[src/rtl/mash_dac_pkg.sv]
// Shared types and helpers for the multi-level DAC back end: state encoding,
// level clamping, pointer arithmetic and width helpers.
package mash_dac_pkg;

   typedef enum logic {
      ST_IDLE = 1'b0,
      ST_RUN  = 1'b1
   } dac_state_e;

   localparam int DFLT_DAC_BW   = 4;
   localparam int DFLT_NUM_ELEM = 3;

   function automatic int level_width(input int num_elem);
      return $clog2(num_elem + 1);
   endfunction

   function automatic int ptr_width(input int num_elem);
      return (num_elem > 1) ? $clog2(num_elem) : 1;
   endfunction

   localparam int LVL_W = level_width(DFLT_NUM_ELEM);
   localparam int PTR_W = ptr_width(DFLT_NUM_ELEM);

   // Saturate a signed offset code into the legal element-count range.
   function automatic int clamp_level(input int raw, input int num_elem);
      if (raw < 0)
         return 0;
      else if (raw > num_elem)
         return num_elem;
      else
         return raw;
   endfunction

   function automatic logic level_clipped(input int raw, input int num_elem);
      return (raw < 0) || (raw > num_elem);
   endfunction

   function automatic int ptr_add(input int ptr, input int lvl, input int num_elem);
      return (ptr + lvl) % num_elem;
   endfunction

endpackage

[src/rtl/dwa_rotate_mask.sv]
// Wrap-around thermometer mask: 'level' consecutive ones starting at bit 'ptr',
// wrapping modulo NUM_ELEM. With ptr = 0 this is a plain thermometer code.
module dwa_rotate_mask
   import mash_dac_pkg::*;
#(
   parameter int NUM_ELEM = DFLT_NUM_ELEM,
   parameter int LVL_W    = level_width(NUM_ELEM),
   parameter int PTR_W    = ptr_width(NUM_ELEM)
) (
   input  logic [LVL_W-1:0]    level,
   input  logic [PTR_W-1:0]    ptr,
   output logic [NUM_ELEM-1:0] mask
);

   always_comb begin
      mask = '0;
      for (int i = 0; i < NUM_ELEM; i++) begin
         mask[i] = (((i + NUM_ELEM - int'(ptr)) % NUM_ELEM) < int'(level));
      end
   end

endmodule

[src/rtl/axis_dwa_driver.sv]
// AXI-Stream sink that turns signed modulator codes into registered unit-element
// enables, using data-weighted averaging or a static thermometer map.
module axis_dwa_driver
   import mash_dac_pkg::*;
#(
   parameter int DAC_BW       = DFLT_DAC_BW,
   parameter int NUM_ELEM     = DFLT_NUM_ELEM,
   parameter int OFFSET       = 1,
   parameter int IDLE_TIMEOUT = 16,
   localparam int PW          = ptr_width(NUM_ELEM)
) (
   input  logic                aclk,
   input  logic                arst_n,
   input  logic [DAC_BW-1:0]   s_axis_data_tdata,
   input  logic                s_axis_data_tvalid,
   output logic                s_axis_data_tready,
   input  logic                dwa_en,
   output logic [NUM_ELEM-1:0] m_elem,
   output logic                m_elem_valid,
   output logic                clip_flag,
   output logic [PW-1:0]       dwa_ptr
);

   localparam int LW = level_width(NUM_ELEM);
   localparam int CW = (IDLE_TIMEOUT > 1) ? $clog2(IDLE_TIMEOUT) : 1;
   localparam logic [NUM_ELEM-1:0] IDLE_PAT = NUM_ELEM'((64'd1 << OFFSET) - 64'd1);

   dac_state_e            state_q, state_d;
   logic [CW-1:0]         cnt_q, cnt_d;
   logic [NUM_ELEM-1:0]   m_elem_q, m_elem_d;
   logic                  valid_q, valid_d;
   logic                  clip_q, clip_d;
   logic [PW-1:0]         ptr_q, ptr_d;
   logic                  ready_q;

   logic                  accept;
   logic                  timeout_hit;
   logic signed [DAC_BW+1:0] code_ext;
   int                    code_raw;
   logic [LW-1:0]         level;
   logic                  clip_in;
   logic [PW-1:0]         rot_ptr;
   logic [PW-1:0]         ptr_adv;
   logic [NUM_ELEM-1:0]   mask;

   assign accept   = s_axis_data_tvalid && ready_q;
   assign code_ext = $signed({{2{s_axis_data_tdata[DAC_BW-1]}}, s_axis_data_tdata})
                     + $signed((DAC_BW+2)'(OFFSET));
   assign code_raw = int'(code_ext);
   assign level    = LW'(clamp_level(code_raw, NUM_ELEM));
   assign clip_in  = level_clipped(code_raw, NUM_ELEM);
   assign rot_ptr  = dwa_en ? ptr_q : '0;
   assign ptr_adv  = PW'(ptr_add(int'(ptr_q), int'(level), NUM_ELEM));

   // The last tolerated silent cycle in RUN; the following edge drops to IDLE.
   assign timeout_hit = (IDLE_TIMEOUT != 0) && (state_q == ST_RUN) && !accept
                        && (cnt_q == CW'(IDLE_TIMEOUT - 1));

   dwa_rotate_mask #(
      .NUM_ELEM (NUM_ELEM),
      .LVL_W    (LW),
      .PTR_W    (PW)
   ) u_rotate (
      .level (level),
      .ptr   (rot_ptr),
      .mask  (mask)
   );

   always_ff @(posedge aclk) begin
      if (!arst_n) begin
         state_q  <= ST_IDLE;
         cnt_q    <= '0;
         m_elem_q <= IDLE_PAT;
         valid_q  <= 1'b0;
         clip_q   <= 1'b0;
         ptr_q    <= '0;
         ready_q  <= 1'b0;
      end else begin
         state_q  <= state_d;
         cnt_q    <= cnt_d;
         m_elem_q <= m_elem_d;
         valid_q  <= valid_d;
         clip_q   <= clip_d;
         ptr_q    <= ptr_d;
         ready_q  <= 1'b1;
      end
   end

   always_comb begin
      state_d = state_q;
      cnt_d   = '0;
      unique case (state_q)
         ST_IDLE: begin
            if (accept) state_d = ST_RUN;
         end
         ST_RUN: begin
            if (timeout_hit) begin
               state_d = ST_IDLE;
            end else if (!accept) begin
               if (IDLE_TIMEOUT != 0 || cnt_q != '1)
                  cnt_d = cnt_q + CW'(1);
               else
                  cnt_d = cnt_q;
            end
         end
         default: state_d = ST_IDLE;
      endcase
   end

   // Zero-order hold on m_elem between accepts; the pointer only moves in DWA mode.
   always_comb begin
      m_elem_d = m_elem_q;
      valid_d  = 1'b0;
      clip_d   = clip_q;
      ptr_d    = dwa_en ? ptr_q : '0;
      if (accept) begin
         m_elem_d = mask;
         valid_d  = 1'b1;
         clip_d   = clip_q | clip_in;
         if (dwa_en) ptr_d = ptr_adv;
      end else if (timeout_hit) begin
         m_elem_d = IDLE_PAT;
      end
   end

   assign s_axis_data_tready = ready_q;
   assign m_elem             = m_elem_q;
   assign m_elem_valid       = valid_q;
   assign clip_flag          = clip_q;
   assign dwa_ptr            = ptr_q;

endmodule

[config.mk]
export PLATFORM = sky130hd
export DESIGN_NAME = axis_dwa_driver
export DESIGN_NICKNAME = d
export VERILOG_FILES = /design/src/rtl/mash_dac_pkg.sv /design/src/rtl/dwa_rotate_mask.sv /design/src/rtl/axis_dwa_driver.sv
export SDC_FILE = /design/constraint.sdc
export NUM_CORES = 1
export LEC_CHECK = 0
export ABC_AREA = 0
export BUFFER_PORTS_ARGS = -buffer_cell sky130_fd_sc_hd__buf_2
export CORE_ASPECT_RATIO = 0.8
export CORE_UTILIZATION = 43
export CTS_CLUSTER_DIAMETER = 40
export DETAILED_ROUTE_END_ITERATION = 8
export GPL_TIMING_DRIVEN = 1
export HOLD_SLACK_MARGIN = 0.15
export MAX_ROUTING_LAYER = met4
export SKIP_LAST_GASP = 1
export SLEW_MARGIN = 20
export SYNTH_ARGS = -nofsm -noshare
export SYNTH_HDL_FRONTEND = slang
export SYNTH_SLANG_ARGS = --single-unit
[constraint.sdc]
create_clock -name aclk -period 4.9 [get_ports aclk]
set_input_delay 0.735 -clock aclk [delete_from_list [all_inputs] [get_ports aclk]]
set_output_delay 0.735 -clock aclk [all_outputs]
set_load 0.05 [all_outputs]
==> results.yml <==
run_status:
  outcome: "finished clean"
clock_network:
  clkLatencyLatePin_ps: 280
  cts-root-buf: "clkbuf_4"
  path_clk_slew_ps: 80
  cts_resized: 0
  cts_buffer_depth: 2
  htree_levels: 1
  cts_inserted_buffers: 3
  cts_tree: "built"
  clock_sink_count: 13
  post_cts_buffers: 0
  ctsHoldBuffers: 0
routing:
  avgViaCountPerCell: 5.34
  vias: 807
  first_pass_iters: 4
  post-route-drc-count: 0
  drt_iter0_markers: 15
  drtAntennaViolNets: 0
  wirelength_um: 1790
  wl_per_cell_um: 11.8
global_routing:
  grt_pass1_vias: 728
  grt_pass1_wl_um: 3130
  grt_use_total: 0.192
  grt_max_degree: 10
  antenna_found_initial: 0
  grt.overflow.total: 0
final_layout:
  area_growth_pct: 13.8
  layoutNonFillerInstCount: 151
  n_antenna_cell: 0
  seqCellArea_sq_um: 260
  drive_gt1_frac: 0.181
  nNetsFinal: 152
  final_area_sq_um: 1050
  multi_input_comb_area_sq_um: 627
  final_core_util: 0.541
  n_fill_cell: 197
worst_hold_path:
  hold_class: "reg -> reg"
synthesis:
  ys_seq_elements: 13
  synth_area_per_cell_sq_um: 8.48
  yosysMostFrequentCell: "ha_1"
  synthTopCellsByCount: "ha_1, dfxtp_1, nand2_1"
  ys_seq_area_frac: 0.281
  async_reset_ff_frac: 0
  syn_nets: 133
  yosys_warnings: 0
  syn-instance-count: 109
  synth_area_sq_um: 925
  synth-edff-count: 0
  synth_top_area_frac: 0.281
  synth.distinct_cells: 34
  synth_area_leaders: "dfxtp_1, ha_1, nand2_1"
  ys.flop_type: "dfxtp_1"
  yosys.area.top_type: "dfxtp_1"
placed_design:
  placed_cell_area_sq_um: 1030
  place.gp.congestion: 0.852
  portBuffers: 15
  hpwlAfterDp_um: 1430
  place_inst: 147
  place_ws_ps: 1490
floorplan:
  core.rowCount: 14
  dieArea_sq_um: 2340
  start_util: 0.476
  die_w_um: 53.8
  ios: 16
  fp.dieH_um: 43.5
  coreArea_sq_um: 1940
sta:
  setup_viol: 0
  finalHoldViolCount: 0
  setup_tns_ps: 0
  hold_ws_ps: 455
  fin_crit_ps: 3120
  tightest_slew_ps: 363
  fin_crit_sh: 0.637
  clock_skew_ps: 7.52
  maxSlewViolCount: 0
  rsz0062_at_grt: "false"
  clock.fmax_mhz: 321
  max-slew-margin-rel: 0.757
  setup_slack_ps: 1780
critical_path:
  cp_data_arrival_time_ps: 3300
  required_ps: 5080
  cp_max_fo: 8
  criticalPathCategory: "in -> reg"
  start_kind: "primary input"
  cp-end-kind: "flip-flop"
power_and_ir_drop:
  power.density_nw_per_um2: 226
  total_power_mw: 0.238
  p_leak_nw: 0.498
  ir_drop_mv: 0.150
run:
  maxCapViolations: 0
## cell usage in the layout (no fill, tap or decap), types with 2 or more instances in the layout
cell type  count
buf_2         15
ha_1          15
nor2_1         7
nand2_1       12
a311oi_1       2
xor2_1         2
nand3_1        4
a21bo_2        2
inv_1          9
nand4_1        3
a21boi_0       2
dfxtp_1       13
nor2b_1        4
clkbuf_4       3
o21ai_0        4
o21ai_1        2
and3_1         3
a31oi_1        3
a21oi_1        5
## kinds of logic (layout without fill, tap and decap cells)
logic type               after synthesis  in the layout  synth area share
flip-flops                            13             13             0.281
AND/OR/NAND/NOR                       41             41             0.225
buffers and inverters                 10             28            0.0406
AO/OA/AOI/OAI                         26             26             0.200
XOR/XNOR                               3              3            0.0284
adder cells (fa/ha/maj)               16             16             0.225
## layer usage
layer	up-vias	wire (um)	GRT usage
li1	426	-	-
met1	358	982	0.263
met2	21	691	0.269
met3	2	106	0.0737
met4	0	8	0.0316
met5	-	0	-
## worst max-delay path, cell delays in order
cell     delay [ps]
buf_2           150
ha_1            280
and3b_1         230
a32oi_2         280
and2_2          190
ha_1            150
fa_1            430
nor2b_1         170
ha_1            210
or3_1           350
nand3_1          90
a21oi_1          60
## sequential cells by signal, summed over array words and instances (netlist names)
signal and count:
m_elem_valid 1, clip_flag 1, cnt_q 4, s_axis_data_tready 1, state_q 1, m_elem 3, dwa_ptr 2
## power by group
group	internal [mW]	total, mW	switching (mW)
Sequential	0.110	0.113	0.00280
Combinational	0.0215	0.0591	0.0376
Clock	0.0316	0.0662	0.0346
## cell type report
cell class / instances / share of cell area
well taps: 24 / 0.0285
inverters: 9 / 0.0321
flip-flops and latches: 13 / 0.247
repair buffers: 15 / 0.0713
multi-input cells: 86 / 0.596
clock buffers: 4 / 0.0250
## path summary, 6_finish.rpt
kind | from | to | cells after the start | slack, ps
worst max register to register | dwa_ptr[0]$_SDFF_PN0_ | dwa_ptr[0]$_SDFF_PN0_ | 7 | 2920
worst max-delay path | s_axis_data_tdata[0] | dwa_ptr[0]$_SDFF_PN0_ | 12 | 1780
worst min register to register | cnt_q[0]$_SDFF_PP0_ | cnt_q[0]$_SDFF_PP0_ | 1 | 460
worst min-delay path | cnt_q[0]$_SDFF_PP0_ | cnt_q[0]$_SDFF_PP0_ | 1 | 460
(Power assumes the default switching activity.)
